--- src/rtl/microseq_ctrl_pkg.sv ---
// microaddr: shared types for the microsequencer
//   cmd      - command issued to the microaddress counter
//   seq_op_e - sequencing opcodes carried in the microword
//   state_e  - sequencer FSM states
//   *_LSB    - microword field bit positions
package microaddr;
    typedef enum logic [1:0] {
        CMD_INC   = 2'd0,
        CMD_LOAD  = 2'd1,
        CMD_HOLD  = 2'd2,
        CMD_CLEAR = 2'd3
    } cmd;
    typedef enum logic [3:0] {
        OP_NEXT     = 4'd0,
        OP_JUMP     = 4'd1,
        OP_JCOND    = 4'd2,
        OP_JNCOND   = 4'd3,
        OP_CALL     = 4'd4,
        OP_RET      = 4'd5,
        OP_DISPATCH = 4'd6,
        OP_WAIT     = 4'd7,
        OP_HALT     = 4'd8
    } seq_op_e;
    typedef enum logic [1:0] {ST_INIT, ST_RUN, ST_WAIT, ST_HALT} state_e;
    localparam int SEQ_OP_LSB   = 28;
    localparam int COND_SEL_LSB = 24;
    localparam int TARGET_LSB   = 13;
    localparam int CTRL_LSB     = 0;
endpackage

--- src/rtl/microseq_ctrl_stack.sv ---
// microseq_stack: microsubroutine return-address stack
//   clk, reset   - clock, async active-high reset (empties the stack)
//   push, pop    - push din / pop top; ignored when full / empty
//   din          - return address to push
//   top          - most recently pushed address (0 when empty)
//   full, empty  - occupancy flags
module microseq_stack #(
    parameter int DEPTH = 4
) (
    input  logic        clk,
    input  logic        reset,
    input  logic        push,
    input  logic        pop,
    input  logic [10:0] din,
    output logic [10:0] top,
    output logic        full,
    output logic        empty
);
    localparam int IW  = (DEPTH > 1) ? $clog2(DEPTH) : 1;
    localparam int SPW = $clog2(DEPTH + 1);
    logic [10:0]    mem [DEPTH];
    logic [SPW-1:0] sp;
    assign full  = sp == SPW'(DEPTH);
    assign empty = sp == '0;
    assign top   = empty ? '0 : mem[IW'(sp - 1'b1)];
    always_ff @(posedge clk or posedge reset) begin
        if (reset) begin
            sp <= '0;
            for (int i = 0; i < DEPTH; i++) mem[i] <= '0;
        end else if (push && !full) begin
            mem[IW'(sp)] <= din;
            sp           <= sp + 1'b1;
        end else if (pop && !empty) begin
            sp <= sp - 1'b1;
        end
    end
endmodule

--- src/rtl/microseq_ctrl.sv ---
// microseq_ctrl: microcode sequencer driving a microaddress counter
//   clk, reset            - clock, async active-high reset
//   uword, cur_addr       - microword at cur_addr, and cur_addr itself
//   cond_flags, opcode    - branch conditions, dispatch opcode
//   mem_busy              - memory in flight (only looked at by WAIT)
//   cmd, load_addr        - counter command and load target
//   ctrl_out              - datapath control field
//   stall, halted         - waiting on memory, stopped until reset
//   stack_err             - sticky return-stack fault
// Build option MICROSEQ_STACK_EN: enables the CALL/RET return stack;
// without it CALL is a plain JUMP and RET faults into HALT.
module microseq_ctrl
    import microaddr::*;
#(
    parameter int STACK_DEPTH = 4,
    parameter int UWORD_W     = 32
) (
    input  logic               clk,
    input  logic               reset,
    input  logic [UWORD_W-1:0] uword,
    input  logic [10:0]        cur_addr,
    input  logic [15:0]        cond_flags,
    input  logic [7:0]         opcode,
    input  logic               mem_busy,
    output microaddr::cmd      cmd,
    output logic [10:0]        load_addr,
    output logic [12:0]        ctrl_out,
    output logic               stall,
    output logic               halted,
    output logic               stack_err
);
    logic [3:0]  seq_op;
    logic [3:0]  cond_sel;
    logic [10:0] target;
    logic [12:0] ctrl;
    logic        cond;
    logic        err_set;
    state_e      state, state_nxt;
    assign seq_op   = uword[SEQ_OP_LSB +: 4];
    assign cond_sel = uword[COND_SEL_LSB +: 4];
    assign target   = uword[TARGET_LSB +: 11];
    assign ctrl     = uword[CTRL_LSB +: 13];
    assign cond     = cond_flags[cond_sel];
`ifdef MICROSEQ_STACK_EN
    logic        push, pop, full, empty;
    logic [10:0] top;
    microseq_stack #(.DEPTH(STACK_DEPTH)) u_stack (
        .clk   (clk),
        .reset (reset),
        .push  (push),
        .pop   (pop),
        .din   (cur_addr + 11'd1),
        .top   (top),
        .full  (full),
        .empty (empty)
    );
`else
    logic unused_cfg;
    assign unused_cfg = ^{cur_addr, 4'(STACK_DEPTH)};
`endif
    always_ff @(posedge clk or posedge reset) begin
        if (reset) begin
            state     <= ST_INIT;
            stack_err <= 1'b0;
        end else begin
            state <= state_nxt;
            if (err_set) stack_err <= 1'b1;
        end
    end
    always_comb begin
        cmd       = CMD_HOLD;
        load_addr = '0;
        ctrl_out  = '0;
        stall     = 1'b0;
        halted    = 1'b0;
        err_set   = 1'b0;
        state_nxt = state;
`ifdef MICROSEQ_STACK_EN
        push = 1'b0;
        pop  = 1'b0;
`endif
        case (state)
            ST_INIT: begin
                cmd       = CMD_CLEAR;
                state_nxt = ST_RUN;
            end
            ST_RUN: begin
                ctrl_out  = ctrl;
                load_addr = target;
                case (seq_op)
                    OP_NEXT:     cmd = CMD_INC;
                    OP_JUMP:     cmd = CMD_LOAD;
                    OP_JCOND:    cmd = cond ? CMD_LOAD : CMD_INC;
                    OP_JNCOND:   cmd = cond ? CMD_INC : CMD_LOAD;
`ifdef MICROSEQ_STACK_EN
                    OP_CALL: begin
                        cmd     = full ? CMD_HOLD : CMD_LOAD;
                        push    = !full;
                        err_set = full;
                    end
                    OP_RET: begin
                        cmd       = empty ? CMD_HOLD : CMD_LOAD;
                        load_addr = top;
                        pop       = !empty;
                        err_set   = empty;
                    end
`else
                    OP_CALL:     cmd = CMD_LOAD;
                    OP_RET:      err_set = 1'b1;
`endif
                    OP_DISPATCH: begin
                        cmd       = CMD_LOAD;
                        load_addr = {target[10:8], opcode};
                    end
                    OP_WAIT: begin
                        cmd       = mem_busy ? CMD_HOLD : CMD_INC;
                        stall     = mem_busy;
                        state_nxt = mem_busy ? ST_WAIT : ST_RUN;
                    end
                    default: state_nxt = ST_HALT;
                endcase
                // Halting ops and stack faults present an idle datapath
                if (err_set || seq_op >= OP_HALT) begin
                    ctrl_out  = '0;
                    state_nxt = ST_HALT;
                end
            end
            ST_WAIT: begin
                cmd       = mem_busy ? CMD_HOLD : CMD_INC;
                stall     = mem_busy;
                state_nxt = mem_busy ? ST_WAIT : ST_RUN;
            end
            default: halted = 1'b1;
        endcase
    end
endmodule

--- config.mk ---
export PLATFORM = sky130hd
export DESIGN_NAME = microseq_ctrl
export DESIGN_NICKNAME = d
export VERILOG_FILES = /design/src/rtl/microseq_ctrl_pkg.sv /design/src/rtl/microseq_ctrl_stack.sv /design/src/rtl/microseq_ctrl.sv
export SDC_FILE = /design/constraint.sdc
export NUM_CORES = 1
export LEC_CHECK = 0
export CORE_ASPECT_RATIO = 1.25
export CORE_MARGIN = 4
export CORE_UTILIZATION = 26
export DETAILED_ROUTE_END_ITERATION = 7
export PLACE_DENSITY = 0.85
export SYNTH_ARGS = -nofsm -noshare
export SYNTH_HDL_FRONTEND = slang
export SYNTH_HIERARCHICAL = 1
export SYNTH_SLANG_ARGS = --single-unit
--- constraint.sdc ---
create_clock -name clk -period 2.7 [get_ports clk]
set_input_delay 0.54 -clock clk [delete_from_list [all_inputs] [get_ports clk]]
set_output_delay 0.54 -clock clk [all_outputs]
set_load 0.02 [all_outputs]
==> impl_metrics.env <==
export IMPL_tightest_slew_ns=0.2857
export IMPL_critPathLaunch="cond_flags[9]"
export IMPL_post_cts_buffers=0
export IMPL_path_class="input port to output port"
export IMPL_vias=1038
export IMPL_syn_area_per_cell_um2=8.175
export IMPL_final_seq_area_um2=75.07
export IMPL_cts_made_buffers=3
export IMPL_cts_tree="done"
export IMPL_r2r_start="state[1]"
export IMPL_worstPathArrival_ns=2.14
export IMPL_setup_worst_path_end_class="output port"
export IMPL_yosysUniqueCellTypes=24
export IMPL_nFillCells=235
export IMPL_drcViolationCount=0
export IMPL_yosys_warnings=6
export IMPL_status="completed"
export IMPL_die_w_um=55.05
export IMPL_dpl_hpwl_um=2647
export IMPL_final_util=0.6412
export IMPL_antenna_left=0
export IMPL_dr_pass1_iters=4
export IMPL_relSlewSlack=0.8068
export IMPL_fin_nets=264
export IMPL_fin_skew_ns=0.0003204
export IMPL_h_tree_depth=1
export IMPL_grt_pass1_vias=1082
export IMPL_hold_slack_ns=0.4515
export IMPL_insertion_delay_ns=0.23
export IMPL_die_y_um=66.81
export IMPL_final_hold_viol_count=0
export IMPL_drt_wl_total_um=3003
export IMPL_ys_seq_area_frac=0.1043
export IMPL_wl_per_cell_um=13.47
export IMPL_syn_cell_area_um2=719.4
export IMPL_grt_pass1_wl_um=4505
export IMPL_root_buffer="clkbuf_4"
export IMPL_viasPerCell=4.655
export IMPL_fp_row_count=21
export IMPL_antenna_found_initial=0
export IMPL_required_ns=2.16
export IMPL_synth_cells=88
export IMPL_synth_fp_nets=162
export IMPL_powerDensity_mw_per_mm2=545.7
export IMPL_place_inst=219
export IMPL_rsz0062_at_grt="true"
export IMPL_initial_core_util=0.2711
export IMPL_layout_drive_gt1_share=0.1481
export IMPL_hold_buffers=0
export IMPL_clkTransAtPathRegs_ns=0.04
export IMPL_max_clock_path_buffers=2
export IMPL_cts_num_sinks=3
export IMPL_portBuffers=87
export IMPL_setup_viol=0
export IMPL_min_from="stack_err"
export IMPL_stdcell_count=223
export IMPL_ys_seq_elements=3
export IMPL_drtIter0Drc=14
export IMPL_max_freq_mhz=373.5
export IMPL_antennaDiodeCount=0
export IMPL_max_cap_viol_count=0
export IMPL_syn_to_final_growth_pct=136.5
export IMPL_critPathLaunchType="input port"
export IMPL_leakagePower_nw=0.8289
export IMPL_hold_class="register to register"
export IMPL_multiInputGateArea_um2=623.1
export IMPL_gr_total_overflow=0
export IMPL_gp_congestion=0.7518
export IMPL_grt_start_max_net_pins=16
export IMPL_finalCritPeriodShare=0.9916
export IMPL_vdd_ir_drop_max_mv=0.4603
export IMPL_setup_tns_ns=0
export IMPL_worstPathMaxFanout=1
export IMPL_boundaryPins=99
export IMPL_period_needed_ns=2.677
export IMPL_drv_slew=0
export IMPL_die_area_mm2=0.003678
export IMPL_track_usage=0.1621
export IMPL_coreArea_mm2=0.002654
-- final cells by class --
| type | instances | area share |
|---|---|---|
| timing repair buffer | 100 | 0.5404 |
| tap | 34 | 0.02500 |
| multi-input combinational | 78 | 0.3662 |
| clock buffer | 4 | 0.01544 |
| inverter | 4 | 0.008824 |
| sequential | 3 | 0.04412 |
-- registers in the layout (all words and copies together) (netlist names) --
register and cells:
stack_err 1, state 2
-- cells by family (layout without fill, tap and decap cells) --
| group | Yosys count | after routing | synth area share |
|---|---|---|---|
| and+or+nand+nor | 43 | 43 | 0.3531 |
| muxes | 16 | 16 | 0.3130 |
| AOI/OAI and AO/OA | 15 | 15 | 0.1235 |
| buffers and inverters | 7 | 108 | 0.03651 |
| adders and majority gates | 4 | 4 | 0.06957 |
| DFF | 3 | 3 | 0.1043 |
-- layout by cell type (no fill, tap or decap), types with 4 or more instances in the layout --
| cell type | count |
|---|---|
| dlygate4sd2_1 | 15 |
| clkdlybuf4s50_1 | 62 |
| inv_1 | 4 |
| nand2_1 | 6 |
| buf_4 | 12 |
| buf_2 | 8 |
| and3_1 | 13 |
| a21oi_1 | 8 |
| mux4_1 | 4 |
| nor2_1 | 5 |
| nor2b_1 | 8 |
| ha_1 | 4 |
| mux2i_1 | 12 |
-- critical path, stage by stage --
cell,delay [ns]
clkdlybuf4s50_1,0.40
mux4_1,0.51
mux2i_1,0.16
mux2i_1,0.11
mux2i_1,0.16
o31ai_1,0.09
buf_2,0.17
-- per-layer routing --
| metal | up-vias | track usage | part of all wire |
|---|---|---|---|
| li1 | 530 | - | - |
| met1 | 473 | 0.1610 | 0.34 |
| met2 | 33 | 0.3210 | 0.58 |
| met3 | 2 | 0.02461 | 0.073 |
| met4 | 0 | 0.05167 | 0.0030 |
| met5 | - | 0 | 0 |
-- cells in the mapped netlist --
cell      instances  area, um2
nor4bb_1          1      10.01
o31ai_1           1      7.510
a21o_1            2      15.01
nor2b_1           8      50.05
nand3b_1          1      7.510
o21ai_0           2      10.01
and2_1            3      18.77
and3_1           13      81.33
clkbuf_1          3      11.26
mux2i_1          12      120.1
a211oi_1          1      7.510
o22a_1            1      8.760
mux4_1            4      105.1
ha_1              4      50.05
nand2_1           6      22.52
inv_1             4      15.01
nor2_2            1      6.260
nor2_1            5      18.77
or3b_2            1      8.760
and2b_2           1      8.760
nand2b_1          2      12.51
dfrtp_1           3      75.07
a21oi_1           8      40.04
nor4b_1           1      8.760
-- stage by stage --
| step | area [um2] | total power, mW | worst slack, ns |
|---|---|---|---|
| floorplan | 719.4 | 0.5137 | 0.4429 |
| global placement | 1732 | 0.9019 | -0.6285 |
| detailed placement | 1732 | 0.9294 | -0.6820 |
| CTS | 1715 | 0.9523 | -0.1318 |
| global route | 1702 | 1.004 | -0.06517 |
| finish | 1702 | 0.9286 | 0.02268 |
-- where the power goes --
part,switching (mW),internal (mW)
clock,0.0221,0.0553
combinational,0.396,0.374
sequential,0.0152,0.0660
total,0.434,0.495
-- worst paths after layout --
| path | endpoint | slack, ns | cells past startpoint |
|---|---|---|---|
| worst max-delay path | cmd[0] | 0.02 | 7 |
| worst min-delay path | stack_err | 0.45 | 1 |
| worst max register to register | state[0] | 1.02 | 7 |
| worst min register to register | stack_err | 0.45 | 1 |
| max in group asynchronous | state[1] | 2.09 | 2 |
| min in group asynchronous | state[0] | 0.49 | 2 |
-- timing repair --
action | CTS | global route
endpoints found under the setup margin | 23 | 4
pin swaps | 0 | 0
gates resized for setup | 47 | 6
Power figures use the tool's default switching activity.
